## src/rtl/sdram_pkg.sv

```systemverilog
// sdram_pkg: command/state enums and default timing shared by the SDRAM arbiter slice.
package sdram_pkg;
    typedef enum logic [1:0] {CMD_NOP = 2'd0, CMD_REFRESH = 2'd1, CMD_READ = 2'd2, CMD_WRITE = 2'd3} cmd_t;
    typedef enum logic [1:0] {S_IDLE, S_ISSUE, S_BUSY} state_t;
    localparam int REF_PERIOD_DEF = 780;
    localparam int STARVE_LIM_DEF = 4;
endpackage

```

## src/rtl/sdram_arbiter_if.sv

```systemverilog
// sdram_arbiter_if: requester handshakes and controller command bus around the arbiter.
interface sdram_arbiter_if #(parameter int ADDR_W = 22);
    import sdram_pkg::*;
    logic              rd_req, rd_grant, rd_done;
    logic              wr_req, wr_grant, wr_done;
    logic              cmd_valid, cmd_ready, cmd_done;
    logic [ADDR_W-1:0] rd_addr, wr_addr, cmd_addr;
    cmd_t              cmd_type;
    modport master(
        input  rd_req, rd_addr, wr_req, wr_addr, cmd_ready, cmd_done,
        output rd_grant, rd_done, wr_grant, wr_done, cmd_valid, cmd_type, cmd_addr
    );
    modport slave(
        output rd_req, rd_addr, wr_req, wr_addr, cmd_ready, cmd_done,
        input  rd_grant, rd_done, wr_grant, wr_done, cmd_valid, cmd_type, cmd_addr
    );
endinterface

```

## src/rtl/sdram_ref_timer.sv

```systemverilog
// sdram_ref_timer: auto-refresh period counter with pending flag and sticky overrun.
module sdram_ref_timer
    import sdram_pkg::*;
#(
    parameter int REF_PERIOD = REF_PERIOD_DEF
) (
    input  logic CLK,
    input  logic RST,
    input  logic en,
    input  logic ref_ack,
    output logic ref_pend,
    output logic ref_overrun
);
    localparam int CW = $clog2(REF_PERIOD);
    logic [CW-1:0] cnt;
    logic          wrap;
    assign wrap = en && cnt == CW'(REF_PERIOD - 1);
    // A new period always re-arms pend; only one refresh is ever owed.
    always_ff @(posedge CLK) begin
        if (RST) begin
            cnt         <= '0;
            ref_pend    <= 1'b0;
            ref_overrun <= 1'b0;
        end else begin
            if (en) cnt <= wrap ? '0 : cnt + 1'b1;
            ref_pend    <= wrap | (ref_pend & ~ref_ack);
            ref_overrun <= ref_overrun | (wrap & ref_pend);
        end
    end
endmodule

```

## src/rtl/sdram_arbiter.sv

```systemverilog
// sdram_arbiter: one-at-a-time REFRESH > READ > WRITE arbitration for the SDRAM controller.
// ARB_STARVE_GUARD_EN: lets a waiting write outrank reads after STARVE_LIM read grants.
module sdram_arbiter
    import sdram_pkg::*;
#(
    parameter int ADDR_W     = 22,
    parameter int REF_PERIOD = REF_PERIOD_DEF
`ifdef ARB_STARVE_GUARD_EN
    , parameter int STARVE_LIM = STARVE_LIM_DEF
`endif
) (
    input  logic            CLK,
    input  logic            RST,
    input  logic            init_done,
    sdram_arbiter_if.master bus,
    output logic            ref_overrun
);
    state_t            state, state_nx;
    cmd_t              cur, cur_nx;
    logic [ADDR_W-1:0] addr, addr_nx;
    logic              ref_pend, accept, wr_first;

    assign accept = state == S_ISSUE && bus.cmd_ready;

    sdram_ref_timer #(.REF_PERIOD(REF_PERIOD)) u_ref (
        .CLK, .RST,
        .en(init_done),
        .ref_ack(accept && cur == CMD_REFRESH),
        .ref_pend,
        .ref_overrun
    );

`ifdef ARB_STARVE_GUARD_EN
    logic [$clog2(STARVE_LIM + 1)-1:0] starve;
    always_ff @(posedge CLK) begin
        if (RST) starve <= '0;
        else if (bus.wr_grant) starve <= '0;
        else if (bus.rd_grant && bus.wr_req && starve != STARVE_LIM) starve <= starve + 1'b1;
    end
    assign wr_first = bus.wr_req && starve == STARVE_LIM;
`else
    assign wr_first = 1'b0;
`endif

    always_ff @(posedge CLK) begin
        if (RST) begin
            state <= S_IDLE;
            cur   <= CMD_NOP;
            addr  <= '0;
        end else begin
            state <= state_nx;
            cur   <= cur_nx;
            addr  <= addr_nx;
        end
    end

    // Type and address are frozen at the IDLE decision so the command stays stable while offered.
    always_comb begin
        state_nx = state;
        cur_nx   = cur;
        addr_nx  = addr;
        case (state)
            S_IDLE: if (init_done && (ref_pend || bus.rd_req || bus.wr_req)) begin
                state_nx = S_ISSUE;
                cur_nx   = ref_pend ? CMD_REFRESH : (bus.rd_req && !wr_first) ? CMD_READ : CMD_WRITE;
                addr_nx  = cur_nx == CMD_READ ? bus.rd_addr : cur_nx == CMD_WRITE ? bus.wr_addr : '0;
            end
            S_ISSUE: if (bus.cmd_ready) state_nx = S_BUSY;
            S_BUSY:  if (bus.cmd_done) state_nx = S_IDLE;
            default: state_nx = S_IDLE;
        endcase
    end

    assign bus.cmd_valid = state == S_ISSUE;
    assign bus.cmd_type  = bus.cmd_valid ? cur : CMD_NOP;
    assign bus.cmd_addr  = bus.cmd_valid ? addr : '0;
    assign bus.rd_grant  = accept && cur == CMD_READ;
    assign bus.wr_grant  = accept && cur == CMD_WRITE;
    assign bus.rd_done   = state == S_BUSY && bus.cmd_done && cur == CMD_READ;
    assign bus.wr_done   = state == S_BUSY && bus.cmd_done && cur == CMD_WRITE;
endmodule

```

## src/flat_wrapper.sv

```systemverilog
// flat-port wrapper written by rule: the top's interface ports become plain ports
module sdram_arbiter_flat import sdram_pkg::*;
#(
    parameter int ADDR_W     = 22,
    parameter int REF_PERIOD = REF_PERIOD_DEF

)
  (CLK, RST, init_done, ref_overrun, bus_rd_req, bus_rd_addr, bus_wr_req, bus_wr_addr, bus_cmd_ready, bus_cmd_done, bus_rd_grant, bus_rd_done, bus_wr_grant, bus_wr_done, bus_cmd_valid, bus_cmd_type, bus_cmd_addr);
  sdram_arbiter_if #(.ADDR_W(ADDR_W)) bus_i ();
  input  logic CLK;
  input  logic RST;
  input  logic init_done;
  output logic ref_overrun;
  input wire logic [$bits(bus_i.rd_req)-1:0] bus_rd_req;
  input wire logic [$bits(bus_i.rd_addr)-1:0] bus_rd_addr;
  input wire logic [$bits(bus_i.wr_req)-1:0] bus_wr_req;
  input wire logic [$bits(bus_i.wr_addr)-1:0] bus_wr_addr;
  input wire logic [$bits(bus_i.cmd_ready)-1:0] bus_cmd_ready;
  input wire logic [$bits(bus_i.cmd_done)-1:0] bus_cmd_done;
  output wire logic [$bits(bus_i.rd_grant)-1:0] bus_rd_grant;
  output wire logic [$bits(bus_i.rd_done)-1:0] bus_rd_done;
  output wire logic [$bits(bus_i.wr_grant)-1:0] bus_wr_grant;
  output wire logic [$bits(bus_i.wr_done)-1:0] bus_wr_done;
  output wire logic [$bits(bus_i.cmd_valid)-1:0] bus_cmd_valid;
  output wire logic [$bits(bus_i.cmd_type)-1:0] bus_cmd_type;
  output wire logic [$bits(bus_i.cmd_addr)-1:0] bus_cmd_addr;
  assign bus_i.rd_req = bus_rd_req;
  assign bus_i.rd_addr = bus_rd_addr;
  assign bus_i.wr_req = bus_wr_req;
  assign bus_i.wr_addr = bus_wr_addr;
  assign bus_i.cmd_ready = bus_cmd_ready;
  assign bus_i.cmd_done = bus_cmd_done;
  assign bus_rd_grant = bus_i.rd_grant;
  assign bus_rd_done = bus_i.rd_done;
  assign bus_wr_grant = bus_i.wr_grant;
  assign bus_wr_done = bus_i.wr_done;
  assign bus_cmd_valid = bus_i.cmd_valid;
  assign bus_cmd_type = bus_i.cmd_type;
  assign bus_cmd_addr = bus_i.cmd_addr;
  sdram_arbiter #(.ADDR_W(ADDR_W), .REF_PERIOD(REF_PERIOD)) u_core (.CLK(CLK), .RST(RST), .init_done(init_done), .bus(bus_i), .ref_overrun(ref_overrun));
endmodule
```

## config.mk

```make
export PLATFORM = sky130hd
export DESIGN_NAME = sdram_arbiter_flat
export DESIGN_NICKNAME = d
export VERILOG_FILES = /design/src/rtl/sdram_pkg.sv /design/src/rtl/sdram_arbiter_if.sv /design/src/rtl/sdram_ref_timer.sv /design/src/rtl/sdram_arbiter.sv /design/src/flat_wrapper.sv
export SDC_FILE = /design/constraint.sdc
export NUM_CORES = 1
export LEC_CHECK = 0
export ABC_AREA = 1
export CAP_MARGIN = 20
export CORE_AREA = 2 2 75 59
export CTS_CLUSTER_SIZE = 14
export DETAILED_ROUTE_END_ITERATION = 8
export DIE_AREA = 0 0 77 61
export DONT_BUFFER_PORTS = 1
export GPL_TIMING_DRIVEN = 1
export HOLD_SLACK_MARGIN = 0.06
export PLACE_DENSITY = 0.66
export SETUP_SLACK_MARGIN = 0.5
export SYNTH_ARGS = -nofsm -noshare
export SYNTH_HDL_FRONTEND = slang
export SYNTH_SLANG_ARGS = --single-unit
```

## constraint.sdc

```tcl
create_clock -name CLK -period 3.4 [get_ports CLK]
set_input_delay 0.34 -clock CLK [delete_from_list [all_inputs] [get_ports CLK]]
set_output_delay 0.34 -clock CLK [all_outputs]
set_load 0.05 [all_outputs]
```

### After elaboration in Yosys (flattened, before gate mapping)

Index checks and enable logic that the tools add are counted.

* mux-type cells: 11
* div/mod/pow operators: 0
* eq/ne operators: 11
* order comparisons: 0
* bitwise gates (word level): 5
* reduce and logical (&&, ||, !) cells: 14
* shifts and indexed selects: 0
* $mul: 0
* add/sub/neg operators: 1

Operators by type and width (count)
* $mux W22: 3
* $add A10 B1 Y10 const B: 1
* $eq A10 B10 Y1 const B: 1
* $eq A2 B2 Y1 const B: 5
* $mux W10: 1
* $mux W2: 5
* $logic_and A1 B1 Y1: 9
* $pmux W2 S3: 1
* $eq A2 B1 Y1 const B: 2
* $ne A2 B2 Y1 const B: 2
* $reduce_and A3 Y1: 1
* $and A1 B1 Y1: 2
* $logic_not A2 Y1: 1
* $logic_or A1 B1 Y1: 2
* $ne A2 B1 Y1 const B: 1
* $or A1 B1 Y1: 2
* $reduce_and A2 Y1: 1
* $mux W1: 1
* $not A1 Y1: 1

* register bits: 38
* bits of input ports: 51
* logic and storage cells: 48
* memories kept: 0
* memory bits (read-only): 0
* memory bits (writable): 0
* latch bits: 0
* output and inout bits: 30

### Depth between registers and ports, before layout

Gate-level depths: netlist of the first run.

* word-level depth: 6
* depth in mapped cells: 8
* depth with buffers taken out: 7

### Modules after synthesis

Synthesis of the first run repeated with hierarchy kept, for this count alone.

* cell total of the unflattened synthesis: 363
* area, all modules: 2119.5 µm²

Modules (own cells, without submodules)
* sdram_arbiter: cells an instance 273, instances 1, area an instance 1500.2 µm², seq. area each 520.5 µm²
* sdram_ref_timer: cells an instance 90, instances 1, area an instance 619.3 µm², seq. area each 240.2 µm²

### Worst setup path before layout of the first run

OpenSTA, ideal clock, no wires.

* kind: flip-flop to output port
* start point: register u_core.state[1]
* end point: output port bus_rd_grant
* buffers on the path: 0
* data required time: 3.060 ns
* path slack: 0.649 ns
* cell stages (with the launch flop): 4
* arrival: 2.411 ns
* cells stage by stage: dfxtp_1 nor2_1 nand2_1 nor3_1

* word-level cells in the longest chain between the ends: 3

RTL lines
* start, declared: line sdram_arbiter.sv:18 `state_t state, state_nx;`
* start signal, assigned: line sdram_arbiter.sv:51 `state <= state_nx;`
* $eq A2 B1 Y1
* via bus_cmd_valid: line flat_wrapper.sv:24 `output wire logic [$bits(bus_i.cmd_valid)-1:0] bus_cmd_valid;`
* $logic_and A1 B1 Y1: line sdram_arbiter.sv:23 `assign accept = state == S_ISSUE && bus.cmd_ready;`
* $logic_and A1 B1 Y1: line sdram_arbiter.sv:77 `assign bus.rd_grant = accept && cur == CMD_READ;`
* end, declared: line flat_wrapper.sv:20 `output wire logic [$bits(bus_i.rd_grant)-1:0] bus_rd_grant;`

The timed path passes the listed nets, and every way through them passes these cells.

### Worst setup path after layout of the first run

* start point: register u_core.u_ref.ref_pend
* end point: register u_core.addr[5]

* word-level cells in the longest chain between the ends: 4
* elaborated cells between the ends (all ways): 9
* those cells by class: eq/ne (2); mux (3); reduce/logical (4)

RTL lines
* start, declared: line sdram_ref_timer.sv:11 `output logic ref_pend,`
* start signal, assigned: line sdram_ref_timer.sv:26 `ref_pend <= wrap | (ref_pend & ~ref_ack);`
* $mux W2 / $logic_or A1 B1 Y1 (equally long branches): line sdram_arbiter.sv:65, sdram_arbiter.sv:63
* $eq A2 B2 Y1 / $logic_or A1 B1 Y1 (equally long branches): line sdram_arbiter.sv:66, sdram_arbiter.sv:63
* $mux W22 / $logic_and A1 B1 Y1 (equally long branches): line sdram_arbiter.sv:66, sdram_arbiter.sv:63
* $mux W22 / $reduce_and A2 Y1 (equally long branches)
* end signal, assigned: line sdram_arbiter.sv:53 `addr <= addr_nx;`
* end, declared: line sdram_arbiter.sv:20 `logic [ADDR_W-1:0] addr, addr_nx;`

Parallel ways exist; a longest one is shown, timed or not.
A chain may end at the register's enable or synchronous reset.

==> impl_metrics.env, run 1 <==
export IMPL_worst_endpoint_arrival_ns=2.21
export IMPL_hold_class="in2reg"
export IMPL_rsz0062_at_grt="no"
export IMPL_dpl_cell_area_um2=2310
export IMPL_cts_tree="built"
export IMPL_core_area_um2=3950
export IMPL_setup_viol=0
export IMPL_hold_viol=0
export IMPL_status="finished clean"
export IMPL_clk_pin_slew_worst_paths_ns=0.07
export IMPL_path_class="reg2reg"
export IMPL_layout_nets=412
export IMPL_insertion_delay_ns=0.29
export IMPL_viasPerCell=4.93
export IMPL_fin_crit_ns=1.98
export IMPL_crit_path_max_fanout=24
export IMPL_drt_initial_drc_count=58
export IMPL_ys_seq_area_share_pct=36.0
export IMPL_start_kind="flip-flop"
export IMPL_rr_worst_depth=7
export IMPL_synth_mux_area_fraction_pct=0
export IMPL_synth_top_family_by_area="simple AND/OR/NAND/NOR gates"
export IMPL_antenna_found_initial=0
export IMPL_worstHoldPathCells=1
export IMPL_cts_resized=0
export IMPL_cts_hold_buf=0
export IMPL_avgSynthCellArea_um2=6.23
export IMPL_root_buffer="clkbuf_8"
export IMPL_netlist_instances=339
export IMPL_post_cts_buffers=0
export IMPL_synth_area_um2=2110
export IMPL_areaGrowthSynthToFinish_pct=14.5
export IMPL_postRouteAntennaNets=0
export IMPL_p_leak_nw=1.15
export IMPL_period_share_pct=58.3
export IMPL_syn_num_nets=391
export IMPL_remaining_drc_errors=0
export IMPL_finalInstanceArea_um2=2420
export IMPL_slew_viol_final=0
export IMPL_grt_max_degree=27
export IMPL_firstDrtPassIters=4
export IMPL_drv_cap=0
export IMPL_required_ns=3.63
export IMPL_clock_skew_final_ns=0.00484
export IMPL_ios=81
export IMPL_start_util_pct=53.4
export IMPL_gr_total_overflow=0
export IMPL_worst_pin_slew_ns=0.743
export IMPL_postLayoutCoreUtil_pct=61.1
export IMPL_vdd_drop_max_uv=247
export IMPL_num_vias=2052
export IMPL_grt_pass1_wl_mm=8.17
export IMPL_end_kind="flip-flop"
export IMPL_final_common_cell="nor2_1"
export IMPL_rows=20
export IMPL_numCtsBuffers=5
export IMPL_portBuffers=0
export IMPL_die_x_um=77
export IMPL_die_area_um2=4700
export IMPL_synthAdderAreaFrac_pct=0.593
export IMPL_drive_gt1_share_pct=17.5
export IMPL_wl_per_cell_um=11.7
export IMPL_maxSlewHeadroom_pct=50.4
export IMPL_synth_simple_area_share_pct=41.3
export IMPL_dp_hpwl_mm=3.44
export IMPL_grtUsageTotal_pct=22.1
export IMPL_synth_compound_area_share_pct=8.65
export IMPL_gp_congestion=0.871
export IMPL_powerDensity_nw_per_um2=425
export IMPL_cts_sinks=38
export IMPL_synth_seq_cells=38
export IMPL_diodes=0
export IMPL_final_cell_mix="nor2_1 (72), nand2_1 (67), inv_1 (45), dfxtp_1 (38), nand3_1 (33)"
export IMPL_ys_types=23
export IMPL_ys_warn_count=0
export IMPL_fmax_mhz=505
export IMPL_cts_buffer_depth=2
export IMPL_synth_xor_area_share_pct=0.415
export IMPL_fin_setup_tns_ns=0
export IMPL_fp_dieH_um=61
export IMPL_grt_pass1_vias=1874
export IMPL_htree_levels=2
export IMPL_totalWireLength_mm=4.86
-- through the flow --
step	power (W)	hold WS, ns	std cells	setup slack, ns
2_1_floorplan	0.000653	0.461	339	0.649
3_3_place_gp	0.000679	0.411	408	1.53
5_1_grt	0.00108	0.0974	416	1.21
6_report	0.00103	0.111	416	1.42
3_5_place_dp	0.000681	0.413	408	1.44
4_1_cts	0.00104	0.103	416	1.43
-- per-layer routing --
layer | up-vias | share of wire (%) | global-route usage (%)
li1 | 1079 | - | -
met1 | 887 | 46 | 27.8
met2 | 79 | 44 | 37.5
met3 | 7 | 8.9 | 6.55
met4 | 0 | 1.1 | 6.89
met5 | - | 0 | 0
-- Yosys cell counts --
cell type	n	area, um^2
buf_1	2	7.51
inv_2	2	7.51
nor2_1	72	270
ha_1	1	12.5
inv_1	45	169
nand4_1	1	6.26
buf_6	4	45.0
buf_2	4	20.0
nand3b_1	1	7.51
inv_4	1	6.26
nor2_4	2	22.5
nand2_1	67	251
nand3_1	33	165
dfxtp_1	38	761
nor2_2	18	113
nor3_1	6	30.0
a21oi_1	7	35.0
o21ai_0	14	70.1
nand2_2	1	6.26
clkbuf_1	5	18.8
xor2_1	1	8.76
o21ai_1	12	60.1
a21oi_2	2	17.5
-- layout make-up --
type                    count  area [um^2]
fillers                   395         1540
inverters                  48          183
repair buffers             29          218
well taps                  55         68.8
flip-flops and latches     38          761
clock buffers               8          110
multi-input cells         238         1080
-- registers in the layout, indices dropped and copies added (netlist names) --
register and cells:
u_core.u_ref.ref_overrun 1, u_core.addr 22, u_core.state 2, u_core.cur 2, u_core.u_ref.ref_pend 1, u_core.u_ref.cnt 10
-- final timing paths --
kind	start	to	slack (ns)
min	RST	u_core.u_ref.cnt[7]	0.11
min reg2reg	u_core.addr[18]	u_core.addr[18]	0.50
max	u_core.u_ref.ref_pend	u_core.addr[5]	1.42
max reg2reg	u_core.u_ref.ref_pend	u_core.addr[5]	1.42
-- worst max-delay path: stages (launching register included) --
cell	delay [ns]
dfxtp_1	0.34
inv_1	0.55
nand2_1	0.13
inv_1	0.52
nand2_1	0.11
nand2_1	0.10
nor2_2	0.04
nor2_1	0.11
-- power by group --
| group | internal (W) | leakage, nW | switching, W |
|---|---|---|---|
| clock network | 0.000205 | 0.0575 | 0.000152 |
| logic | 0.0000537 | 0.785 | 0.000127 |
| registers | 0.000475 | 0.312 | 0.0000149 |
| total | 0.000733 | 1.15 | 0.000294 |
-- cell families (layout without fill, tap and decap cells) --
| kind of cell | count (synthesis) | in the layout |
|---|---|---|
| flip-flops | 38 | 38 |
| buffers and inverters | 63 | 85 |
| adder cells (fa/ha/maj) | 1 | 1 |
| AND/OR/NAND/NOR | 201 | 201 |
| XOR/XNOR | 1 | 1 |
| AO/OA/AOI/OAI | 35 | 35 |
Power figures use the tool's default switching activity.
==> inputs of run 2 (changes only) <==
--- a/config.mk
+++ b/config.mk
@@ -14,7 +14,7 @@
 export DONT_BUFFER_PORTS = 1
 export GPL_TIMING_DRIVEN = 1
 export HOLD_SLACK_MARGIN = 0.06
-export PLACE_DENSITY = 0.66
+export PLACE_DENSITY = 0.68
 export SETUP_SLACK_MARGIN = 0.5
 export SYNTH_ARGS = -nofsm -noshare
 export SYNTH_HDL_FRONTEND = slang
==> constraint.sdc (replaced) <==
create_clock -name CLK -period 1.8 [get_ports CLK]
set_input_delay 0.18 -clock CLK [delete_from_list [all_inputs] [get_ports CLK]]
set_output_delay 0.18 -clock CLK [all_outputs]
set_load 0.05 [all_outputs]
==> impl_metrics.env, run 2 (synthesis results as in run 1) <==
export IMPL_combPwrFrac_pct=26.2
export IMPL_areaGrowthSynthToFinish_pct=44.0
export IMPL_clock_skew_final_ns=0.00584
export IMPL_fin_cells=422
export IMPL_vdd_drop_max_uv=434
export IMPL_portBuffers=0
export IMPL_hold_viol=0
export IMPL_seq_area_um2=773
export IMPL_wl_per_cell_um=16.1
export IMPL_core_area_um2=3950
export IMPL_powerDensity_nw_per_um2=744
export IMPL_largestRegisters="u_core.addr (22), u_core.u_ref.cnt (10)"
export IMPL_power_internal_w=0.00152
export IMPL_finalPower_w=0.00226
export IMPL_insertion_delay_ns=0.29
export IMPL_fp_dieH_um=61
export IMPL_p_clk_share_pct=32.2
export IMPL_p_leak_nw=1.23
export IMPL_viasPerCell=5.39
export IMPL_status="finished clean"
export IMPL_swShare_pct=32.8
export IMPL_antenna_found_initial=0
export IMPL_htree_levels=2
export IMPL_crit_path_max_fanout=6
export IMPL_place_ws_ns=0.185
export IMPL_path_class="reg2out"
export IMPL_remaining_drc_errors=0
export IMPL_totalWireLength_mm=6.79
export IMPL_gp_congestion=0.885
export IMPL_hold_class="in2reg"
export IMPL_gr_total_overflow=0
export IMPL_fin_setup_tns_ns=0
export IMPL_drv_cap=0
export IMPL_ios=81
export IMPL_rows=20
export IMPL_period_share_pct=87.5
export IMPL_grtUsageTotal_pct=28.4
export IMPL_die_area_um2=4700
export IMPL_end_kind="output port"
export IMPL_worst_pin_slew_ns=0.702
export IMPL_root_buffer="clkbuf_8"
export IMPL_diodes=0
export IMPL_numCtsBuffers=5
export IMPL_maxSlewHeadroom_pct=53.2
export IMPL_drt_initial_drc_count=146
export IMPL_multi_input_area_um2=1480
export IMPL_clk_pin_slew_worst_paths_ns=0.08
export IMPL_fin_crit_ns=1.57
export IMPL_firstDrtPassIters=4
export IMPL_required_ns=1.62
export IMPL_regMostFlops="u_core.addr"
export IMPL_grt_max_degree=24
export IMPL_cts_tree="built"
export IMPL_final_cell_mix="nand2_1 (61), nor2_1 (43), inv_1 (40), nor2_4 (36)"
export IMPL_worst_endpoint_arrival_ns=1.39
export IMPL_die_x_um=77
export IMPL_fmax_mhz=635
export IMPL_seq_power_share_pct=41.5
export IMPL_grt_pass1_vias=2001
export IMPL_num_vias=2274
export IMPL_slew_viol_final=0
export IMPL_start_kind="flip-flop"
export IMPL_grt_pass1_wl_mm=9.98
export IMPL_p_sw_w=0.000741
export IMPL_fillCellCount=287
export IMPL_drive_gt1_share_pct=34.3
export IMPL_final_common_cell="nand2_1"
export IMPL_start_util_pct=53.4
export IMPL_cts_buffer_depth=2
export IMPL_rsz0062_at_grt="yes"
export IMPL_layout_nets=418
export IMPL_largest_register_ffs=22
export IMPL_setup_viol=0
export IMPL_postRouteAntennaNets=0
export IMPL_dp_hpwl_mm=3.65
export IMPL_dpl_cell_count=390
export IMPL_fin_ws_ns=0.225
export IMPL_cts_sinks=38
-- run 2: changes by cell type in the layout (fill, tap and decap cells not counted), sizes merged --
| cell | before | now |
|---|---|---|
| inv | 48 | 47 |
| nor2 | 92 | 93 |
| bufinv | 0 | 1 |
| clkbuf | 8 | 6 |
| clkinvlp | 0 | 6 |
| buf | 29 | 28 |
| dlygate4sd3 | 0 | 2 |
-- run 2: repair_timing --
item	in CTS	in global routing
endpoints found under the setup margin	57	64
endpoints found under the hold margin	7	0
gates resized for setup	32	57
pin swaps	8	18
buffers inserted	8	8
gates cloned	5	1
hold buffers	2	0
-- run 2: per-stage QoR --
stage / cell area [um^2] / hold slack [ns] / util [%]
2_1_floorplan: 2380 / 0.358 / -
4_1_cts: 2790 / 0.0639 / 70.5
3_3_place_gp: 2410 / 0.246 / 60.9
5_1_grt: 3040 / 0.0721 / 76.9
6_report: 3040 / 0.0663 / 76.9
3_5_place_dp: 2410 / 0.249 / 60.9
-- run 2: area by class of cell --
| cell class | instances | share of cell area (%) |
|---|---|---|
| clock inverter | 2 | 1.23 |
| sequential | 38 | 25.4 |
| timing repair inverter | 4 | 1.32 |
| inverter | 48 | 6.75 |
| clock buffer | 6 | 2.39 |
| timing repair buffer | 30 | 12.0 |
| tap | 55 | 2.26 |
| multi-input combinational | 239 | 48.6 |
-- run 2: power groups by stage --
stage          combinational [W]  sequential [W]  clock [W]
3_3_place_gp            0.000399        0.000949          0
6_report                0.000593        0.000939   0.000729
2_1_floorplan           0.000377        0.000941          0
3_5_place_dp            0.000404        0.000950          0
5_1_grt                 0.000635        0.000944   0.000769
4_1_cts                 0.000494        0.000930   0.000727
-- run 2: critical path, stage by stage (launching register included) --
cell and delay, ns:
dfxtp_2 0.35, clkinvlp_4 0.20, nor3_4 0.55
-- run 2: final timing paths --
check | start | end | slack (ns) | cells after the start
hold reg to reg | u_core.u_ref.cnt[1] | u_core.u_ref.cnt[1] | 0.51 | 2
setup / recovery | u_core.cur[1] | bus_wr_done | 0.23 | 2
hold / removal | RST | u_core.u_ref.cnt[5] | 0.07 | 3
setup reg to reg | u_core.state[1] | u_core.addr[5] | 0.43 | 9
-- run 2: routing by layer --
metal / share of wire, % / global-route usage (%)
met1: 44 / 36.7
met2: 47 / 47.5
met3: 7.8 / 7.44
met4: 1.4 / 9.69
met5: 0 / 0
==> inputs of run 3 (changes only) <==
--- a/config.mk
+++ b/config.mk
@@ -8,6 +8,7 @@
 export ABC_AREA = 1
 export CAP_MARGIN = 20
 export CORE_AREA = 2 2 75 59
+export CTS_CLUSTER_DIAMETER = 40
 export CTS_CLUSTER_SIZE = 14
 export DETAILED_ROUTE_END_ITERATION = 8
 export DIE_AREA = 0 0 77 61
==> results of run 3 <==
Same layout as run 2: the final DEF is identical, and so are final timing and power.
